**config.mk**
```make
export PLATFORM = sky130hd
export DESIGN_NAME = zl_energy_dispersal
export DESIGN_NICKNAME = d
export VERILOG_FILES = /design/src/rtl/zl_energy_dispersal_pkg.sv /design/src/rtl/zl_dvb_prbs.sv /design/src/rtl/zl_energy_dispersal.sv
export SDC_FILE = /design/constraint.sdc
export NUM_CORES = 1
export LEC_CHECK = 0
export BUFFER_PORTS_ARGS = -buffer_cell sky130_fd_sc_hd__buf_2
export CAP_MARGIN = 0
export CORE_MARGIN = 5
export CORE_UTILIZATION = 35
export DETAILED_ROUTE_END_ITERATION = 6
export PLACE_DENSITY = 0.51
export SYNTH_ARGS = -nofsm -noshare
export SYNTH_HDL_FRONTEND = slang
export SYNTH_HIERARCHICAL = 1
export SYNTH_SLANG_ARGS = --single-unit
```
**constraint.sdc**
```tcl
create_clock -name clk -period 3 [get_ports clk]
set_clock_uncertainty 0.2 [all_clocks]
set_input_delay 0.15 -clock clk [delete_from_list [all_inputs] [get_ports clk]]
set_output_delay 0.15 -clock clk [all_outputs]
set_load 0.005 [all_outputs]
```
**src/rtl/zl_energy_dispersal_pkg.sv**
```systemverilog
// Shared constants for the DVB-S energy dispersal randomizer and its receive-side twin.
// Sync byte values, PRBS seed/taps and control state encoding.
package zl_energy_dispersal_pkg;

  localparam logic [7:0]  TS_SYNC     = 8'h47;
  localparam logic [7:0]  TS_SYNC_INV = 8'hB8;

  // Register bit i holds shift stage i+1; seed is stages 1..15 = 100101010000000
  localparam logic [14:0] PRBS_INIT   = 15'h00A9;
  localparam int          PRBS_TAP_A  = 14;
  localparam int          PRBS_TAP_B  = 15;

  localparam logic [0:0]  ST_HUNT     = 1'b0;
  localparam logic [0:0]  ST_RUN      = 1'b1;

endpackage

```
**src/rtl/zl_dvb_prbs.sv**
```systemverilog
// Combinational 8-step advance of the 1+x^14+x^15 dispersal PRBS.
// mask[7] is the first feedback bit produced, so the mask applies MSB first.
module zl_dvb_prbs
  import zl_energy_dispersal_pkg::*;
(
  input  logic [14:0] p,
  output logic [14:0] next_p,
  output logic [7:0]  mask
);

  logic [14:0] s;
  logic        fb;

  always_comb begin
    s    = p;
    fb   = 1'b0;
    mask = '0;
    for (int i = 7; i >= 0; i--) begin
      fb      = s[PRBS_TAP_A-1] ^ s[PRBS_TAP_B-1];
      mask[i] = fb;
      s       = {s[13:0], fb};
    end
    next_p = s;
  end

endmodule

```
**src/rtl/zl_energy_dispersal.sv**
```systemverilog
// DVB-S transport-stream randomizer: PRBS-whitens payload, inverts the sync of every group's first packet.
// One registered output stage, 1-cycle latency, one byte per clock; input stalls while the output is held.
module zl_energy_dispersal
  import zl_energy_dispersal_pkg::*;
#(
  parameter int PktLen   = 188,
  parameter int GroupLen = 8
) (
  input  logic       clk,
  input  logic       rst_n,
  input  logic       data_in_req,
  output logic       data_in_ack,
  input  logic [7:0] data_in,
  input  logic       data_in_start,
  output logic       data_out_req,
  input  logic       data_out_ack,
  output logic [7:0] data_out,
  output logic       data_out_start,
  output logic       locked,
  output logic       sync_err
);

  localparam int IdxW = (GroupLen > 1) ? $clog2(GroupLen) : 1;

  logic [0:0]      state, state_nxt;
  logic [7:0]      byte_cnt, cnt_nxt;
  logic [IdxW-1:0] pkt_idx, idx_nxt;
  logic [14:0]     prbs, prbs_nxt, prbs_adv;
  logic [7:0]      mask, out_nxt;
  logic            err_nxt, restart, last_byte, group_wrap;

  zl_dvb_prbs u_prbs (
    .p      (prbs),
    .next_p (prbs_adv),
    .mask   (mask)
  );

  assign data_in_ack = data_in_req && (!data_out_req || data_out_ack);
  assign locked      = (state == ST_RUN);
  assign last_byte   = (byte_cnt == 8'(PktLen));
  assign group_wrap  = (pkt_idx == IdxW'(GroupLen - 1));

  always_comb begin
    state_nxt = state;
    cnt_nxt   = byte_cnt;
    idx_nxt   = pkt_idx;
    prbs_nxt  = prbs;
    out_nxt   = data_in;
    err_nxt   = 1'b0;
    restart   = 1'b0;
    if (state == ST_HUNT) begin
      restart = data_in_start;
    end else if (data_in_start) begin
      if (last_byte) begin
        cnt_nxt = 8'd1;
        idx_nxt = group_wrap ? '0 : pkt_idx + 1'b1;
        // Syncs inside a group are not randomized but still consume one PRBS byte
        if (group_wrap) begin
          out_nxt  = ~data_in;
          prbs_nxt = PRBS_INIT;
        end else begin
          prbs_nxt = prbs_adv;
        end
      end else begin
        err_nxt = 1'b1;
        restart = 1'b1;
      end
    end else if (last_byte) begin
      err_nxt   = 1'b1;
      state_nxt = ST_HUNT;
      cnt_nxt   = 8'd0;
    end else begin
      out_nxt  = data_in ^ mask;
      prbs_nxt = prbs_adv;
      cnt_nxt  = byte_cnt + 8'd1;
    end
    // A start seen in HUNT, or out of place in RUN, begins a fresh group
    if (restart) begin
      out_nxt   = ~data_in;
      prbs_nxt  = PRBS_INIT;
      idx_nxt   = '0;
      cnt_nxt   = 8'd1;
      state_nxt = ST_RUN;
    end
  end

  always_ff @(posedge clk or negedge rst_n) begin
    if (!rst_n) begin
      state          <= ST_HUNT;
      byte_cnt       <= 8'd0;
      pkt_idx        <= '0;
      prbs           <= PRBS_INIT;
      data_out_req   <= 1'b0;
      data_out       <= 8'h00;
      data_out_start <= 1'b0;
      sync_err       <= 1'b0;
    end else begin
      sync_err <= 1'b0;
      if (data_in_ack) begin
        state          <= state_nxt;
        byte_cnt       <= cnt_nxt;
        pkt_idx        <= idx_nxt;
        prbs           <= prbs_nxt;
        data_out       <= out_nxt;
        data_out_start <= data_in_start;
        data_out_req   <= 1'b1;
        sync_err       <= err_nxt;
      end else if (data_out_ack) begin
        data_out_req <= 1'b0;
      end
    end
  end

endmodule

```
==> results of run 1 <==
## worst max-delay path, stage by stage (launching register included)
cell	delay (ps)
dfrtp_1	420
inv_1	80
ha_1	210
nand3b_4	160
nor2_1	200
inv_1	60
ha_1	220
and2_4	180
a2111o_1	630
a21o_1	260
nand3_1	70
## cells in the mapped netlist, drive strengths merged, types with 4 or more instances
cell type,count
a21o,8
a21oi,5
a22o,11
a22oi,5
a2bb2oi,8
buf,29
dfrtp,34
dfstp,4
ha,6
inv,16
nand2,7
nand3,19
nand4,11
nor3,11
o21ai,7
o221ai,7
o22a,4
or3,5
xor2,8
## stage by stage
stage,area [um^2],std cells,util
after CTS,2620,332,0.409
after floorplan,2340,240,-
after global routing,2620,332,0.409
after detailed placement,2400,315,0.373
final,2620,332,0.409
after global placement,2400,315,0.373
## worst paths after layout
check,end,start,slack (ps),cells past startpoint
max in group asynchronous,pkt_idx[2],rst_n,1760,2
worst max-delay path,data_out[7],byte_cnt[0],250,10
worst min-delay path,locked,data_in_start,130,3
min in group asynchronous,data_out[5],rst_n,300,2
worst max register to register,data_out[7],byte_cnt[0],250,10
worst min register to register,data_out_start,data_out_start,280,2
## metal layers
| layer | up-vias | wire length [um] | track usage |
|---|---|---|---|
| li1 | 896 | - | - |
| met1 | 852 | 2690 | 0.198 |
| met2 | 44 | 2250 | 0.189 |
| met3 | 4 | 266 | 0.0295 |
| met4 | 0 | 54 | 0.0371 |
| met5 | - | 0 | 0 |
## kinds of logic after synthesis
family,count (synthesis),synth area share
AO/OA/AOI/OAI,66,0.223
XOR/XNOR,9,0.0336
multiplexers,4,0.0182
flip-flops,38,0.408
AND/OR/NAND/NOR,68,0.170
buffers and inverters,49,0.115
adder cells (fa/ha/maj),6,0.0320
## repair_timing
item,in CTS,in global routing
resized for setup,0,0
hold buffers,9,0
endpoints found under the hold margin,42,0
## sequential cells by signal, indices dropped and copies added (netlist names)
name	flops
data_out_start	1
byte_cnt	8
data_out_req	1
prbs	15
data_out	8
sync_err	1
locked	1
pkt_idx	3
## power groups by stage
stage	Combinational [mW]	Clock [mW]	Sequential, mW
floorplan	0.385	0	0.714
global placement	0.385	0	0.726
detailed placement	0.388	0	0.729
CTS	0.399	0.545	0.720
global route	0.451	0.566	0.736
finish	0.393	0.531	0.719
## area by class of cell
type,count,area share
clock buffers,5,0.0262
inverters,17,0.0243
multi-input cells,153,0.426
flip-flops and latches,38,0.364
repair buffers,39,0.0963
well taps,77,0.0367
clock inverters,3,0.0262
==> parameters.txt, run 1 <==
Parameter                              Value

Critical path
  Crit Path Class    flip-flop to flip-flop
  CP Max Fanout    16
  Kind of end point of the critical path    flip-flop
  Crit path launch type    flip-flop
  Data required time of the worst path    3030 ps
  Worst EP arrival    2780 ps

Timing
  Final worst setup slack    248 ps
  Pin slew with the least headroom to its limit    864 ps
  Minimum clock period after layout    2750 ps
  Worst relative slew slack    0.424
  RSZ-0062 raised after global routing    no
  Post-Route Hold Slack    130 ps
  Final-report max-slew violation count    0
  Highest achievable clock rate    363 MHz
  Total setup violations reported at the end of the flow    0
  Ratio of final minimum period to clock period    0.917
  Total negative slack    0 ps
  Fin. Hold Viols    0

Pwr
  Part of the total power dissipated in combinational logic    0.239
  Leakage    1.23 nW
  Maximum resistive drop on vdd    215 uV
  Power per cell area    627 mW/mm^2
  Internal Power    1.16 mW
  Proportion of total power due to net switching    0.293
  Net load switching power    0.482 mW
  Total chip power    1.64 mW
  Clk network pwr share    0.323
  Share of total power in sequential cells    0.438

Synth
  Proportion of synthesized chip area in sequential cells    0.408
  Count of flip-flops with a built-in enable after synthesis    0
  Count of unique library cells instantiated by Yosys    49
  Main flop type after synthesis    dfrtp_1
  Cell type with the largest total area after synthesis    dfrtp_1
  Proportion of synthesized flip-flops having asynchronous set or reset    1.00
  Flip-flop and latch count after synthesis    38
  Share of Yosys cell area claimed by the top area cell type    0.363
  Post-synthesis cell area    0.00234 mm^2
  Post-synth net total    259
  Number of warnings printed during yosys synthesis    6
  Post-Synthesis Mean Instance Area    9.76 um^2
  Instance count of the mapped netlist    240
  Top cells by area in the synthesized netlist    dfrtp_1 36%, buf_4 5.4%, dfstp_2 4.5%

Clock network
  Cell chosen for the clock root    clkbuf_8
  Clock latency of the later-clocked register in the worst-skew pair    300 ps
  Clock Pin Slew Worst Setup and Hold Paths    80 ps
  Clk sink count    38
  CTS tree    built
  Number of setup buffers added after CTS    0
  Number of levels in the clock H-tree    2
  CTS Buf Count    5
  Buffer depth of the longest clock path    2

Drt
  Remaining number of nets flagged by the antenna check after routing    0
  Average wire length per cell after detail routing    15.8 um
  DR iter-0 viols    75
  Total via count in the routed design    1,796
  Avg Vias per Cell    5.41
  Detailed-router iteration count before antenna repair    4
  Post-detailed-routing wire length    5260 um
  Drt drc    0

Floorplan
  Number of primary I/O pins    26
  Cell row count    29
  Die outline height    91.8 um
  Horizontal die dimension    91.8 um
  Area enclosed by the die boundary    0.00843 mm^2
  Initial standard-cell utilization of the core    0.365
  Core region area    0.00642 mm^2

GRT
  GR Overflow Total    0
  Pin count of the biggest net entering global routing    39
  Initial antenna violation count    0
  Number of global-route vias before repair    1,763
  GRT Resource Usage Total    0.132
  Global-route wire length before repair    9060 um

Place
  Count of input and output buffers    25
  Post-place setup slack    289 ps
  Final RePlAce weighted congestion    0.784
  Placed wire-length estimate    3720 um

Cells and area
  Area of the multi-input gates    0.00112 mm^2
  FF+latch area    956 um^2
  Fill cell total of the finished layout    628
  Layout cell share with drive strength beyond 1    0.196
  Nets@finish    273
  Commonest cells after routing, fill and taps aside    34 x dfrtp_1, 25 x buf_2, 17 x nand3_1
  Layout-stage area growth over the synthesis result    12.0%
  Antenna Cells    0
  Most frequent standard cell in the layout excluding fill and tap cells    dfrtp_1

Worst hold path
  Worst min path class    input port to flip-flop

Flow run
  Number of maximum-capacitance violations    0

Status
  Result of the run    completed
Power figures use the tool's default switching activity.
==> run 2, diff against run 1 <==
--- a/config.mk
+++ b/config.mk
@@ -11,7 +11,9 @@
 export CORE_UTILIZATION = 35
 export DETAILED_ROUTE_END_ITERATION = 6
 export PLACE_DENSITY = 0.51
+export REMOVE_ABC_BUFFERS = 1
 export SYNTH_ARGS = -nofsm -noshare
 export SYNTH_HDL_FRONTEND = slang
 export SYNTH_HIERARCHICAL = 1
 export SYNTH_SLANG_ARGS = --single-unit
+export TNS_END_PERCENT = 5
==> run 2 against run 1 <==
Global-route usage shrank 0.22 points; via count grew 0.78%; first-iteration DRC count grew 35%; sequential share of layout area grew 0.49 points; critical path depth is the same; setup slack lost 3.1 ps; final cell count grew 0.30%; sequential cell count is the same; sequential power is essentially flat; clock-buffer cell count grew 1; critical path type unchanged.
==> parameters.txt, run 2 (synthesis gave the netlist of run 1 again) <==
Parameter                              Value

Status
  Result of the run    completed

Clock network
  Cell chosen for the clock root    clkbuf_8
  CTS tree    built
  Clk sink count    38 (unchanged)
  CTS Buf Count    5 (unchanged)
  # hold bufs at CTS    9 (unchanged)
  Number of levels in the clock H-tree    2 (unchanged)
  Buffer depth of the longest clock path    2 (unchanged)
  Post-cts repair resize count    0 (unchanged)
  Number of setup buffers added after CTS    0 (unchanged)
  Clock latency of the later-clocked register in the worst-skew pair    290 ps (about the same)
  Clock Pin Slew Worst Setup and Hold Paths    80 ps (about the same)

Timing
  Highest achievable clock rate    363 MHz (-0.11%)
  Worst relative slew slack    0.410 (-0.0140)
  Ratio of final minimum period to clock period    0.919 (+0.00104)
  RSZ-0062 raised after global routing    no
  Pin slew with the least headroom to its limit    885 ps (+21.0 ps)
  Minimum clock period after layout    2760 ps (+3.12 ps)
  Total setup violations reported at the end of the flow    0 (unchanged)
  Total negative slack    0 ps (unchanged)
  Fin. Hold Viols    0 (unchanged)
  Final-report max-slew violation count    0 (unchanged)

Pwr
  Clk network pwr share    0.252 (-0.071)
  Internal Power    1.01 mW (-13%)
  Maximum resistive drop on vdd    179 uV (-17%)
  Net load switching power    0.470 mW (-2.4%)
  Part of the total power dissipated in combinational logic    0.265 (+0.026)
  Proportion of total power due to net switching    0.317 (+0.0238)
  Power per cell area    573 mW/mm^2 (-8.5%)
  Leakage    1.22 nW (-1.3%)
  Share of total power in sequential cells    0.482 (+0.044)

Drt
  Average wire length per cell after detail routing    15.6 um (-1.3%)
  Post-detailed-routing wire length    5200 um (-1.0%)
  Avg Vias per Cell    5.44 (+0.48%)
  Detailed-router iteration count before antenna repair    4 (unchanged)
  Total via count in the routed design    1,810 (+0.78%)
  Drt drc    0 (unchanged)
  DR iter-0 viols    101 (+35%)
  Remaining number of nets flagged by the antenna check after routing    0 (unchanged)

Worst hold path
  Critical hold path startpoint    data_in_start
  Worst min path class    input port to flip-flop
  Endpoint, Worst Hold    locked
  Hold Path Cell Cnt    3 (unchanged)

Critical path
  Buffer and inverter count on the worst path    2 (unchanged)
  Data required time of the worst path    3030 ps (about the same)
  Critical path's slowest cell    a2111o_1
  Worst EP arrival    2780 ps (about the same)
  Top delay family on crit path    compound AO/OA/AOI/OAI gates
  Reg2Reg Depth    10 (unchanged)
  Stage delay of the slowest cell on the critical path    620 ps (about the same)
  Kind of end point of the critical path    flip-flop
  Crit Path Class    flip-flop to flip-flop
  Startpoint of the worst register-to-register path    byte_cnt[0]
  List of cells traversed by the critical path    inv_1, ha_1, nand3b_4, nor2_1, inv_1, ha_1, and2_4, a2111o_1, a21o_1, nand3_1
  End of the worst register-to-register path    data_out[0]
  Register-to-register setup slack    240 ps (about the same)
  CP Max Fanout    16 (unchanged)
  Crit path launch type    flip-flop

GRT
  GRT Resource Usage Total    0.130 (-0.00220)
  Initial antenna violation count    0 (unchanged)
  Number of global-route vias before repair    1,821 (+3.3%)
  Pin count of the biggest net entering global routing    39 (unchanged)
  Global-route wire length before repair    8950 um (-1.2%)
  GR Overflow Total    0 (unchanged)

Flow run
  Number of maximum-capacitance violations    0 (unchanged)

Cells and area
  Top flop regs    prbs (15), byte_cnt (8), data_out (8)
  Layout-stage area growth over the synthesis result    10.5%
  Fill cell total of the finished layout    637 (+1.4%)
  Layout cell share with drive strength beyond 1    0.199 (+0.00314)
  Most frequent standard cell in the layout excluding fill and tap cells    dfrtp_1
  Post-layout instance count excluding filler cells    333 (+0.30%)
  Number of flip-flops under the largest register name    15 (unchanged)
  Nets@finish    274 (+0.37%)
  Commonest cells after routing, fill and taps aside    34 x dfrtp_1, 25 x buf_2, 17 x nand3_1
  Largest register by flop count    prbs
  Antenna Cells    0 (unchanged)

Place
  Cell total after placement    316 (+0.32%)
  Count of input and output buffers    25 (unchanged)
  Final RePlAce weighted congestion    0.817 (+4.2%)
  Placed wire-length estimate    3650 um (-1.9%)

Floorplan
  Cell row count    29 (unchanged)
  Area enclosed by the die boundary    0.00843 mm^2 (unchanged)
  Die outline height    91.8 um (unchanged)
  Initial standard-cell utilization of the core    0.365 (unchanged)
  Number of primary I/O pins    26 (unchanged)
  Horizontal die dimension    91.8 um (unchanged)
  Core region area    0.00642 mm^2 (unchanged)
## run 2: layer usage
metal,global-route usage,vias to the layer above,wire length (um)
met5,0,-,0
met4,0.0408,0,61
met3,0.0270,5,205
met2,0.199,34,2250
met1,0.183,866,2680
li1,-,905,-
## run 2: worst max-delay path by stage
stage,start,to,depth (start not counted)
3_5_place_dp,byte_cnt[0],data_out[4],10
4_1_cts,byte_cnt[0],data_out[0],10
3_3_place_gp,byte_cnt[0],data_out[4],10
2_1_floorplan,byte_cnt[3],pkt_idx[0],8
5_1_grt,byte_cnt[0],data_out[7],10
6_report,byte_cnt[0],data_out[0],10
## run 2: power by group through the flow
stage                     clock network, mW  registers [mW]  logic, mW
after global routing                  0.410           0.737      0.452
after global placement                    0           0.727      0.389
final                                 0.374           0.716      0.394
after detailed placement                  0           0.727      0.388
after CTS                             0.392           0.717      0.401
after floorplan                           0           0.714      0.262
## run 2: cell type report
class	instances	area, um^2	area share
repair buffers	40	260	0.101
clock inverters	2	12.5	0.00483
multi-input cells	153	1120	0.432
clock buffers	6	82.6	0.0319
well taps	77	96.3	0.0372
inverters	17	63.8	0.0246
flip-flops and latches	38	956	0.369
## run 2: worst register-to-register path, cell delays in order, from the launching register on
cell and delay, ps:
dfrtp_1 420, inv_1 70, ha_1 210, nand3b_4 150, nor2_1 210, inv_1 80
ha_1 220, and2_4 180, a2111o_1 620, a21o_1 260, nand3_1 70
## run 2: stage by stage
step                hold WS (ps)  instance area, um^2  setup WS [ps]   util  total power, mW
floorplan                   -346                 2140            360      -            0.976
global placement             140                 2400            306  0.374             1.12
detailed placement           135                 2400            283  0.374             1.11
CTS                          127                 2590            261  0.403             1.51
global route                 169                 2590           88.2  0.403             1.60
finish                       136                 2590            244  0.403             1.48
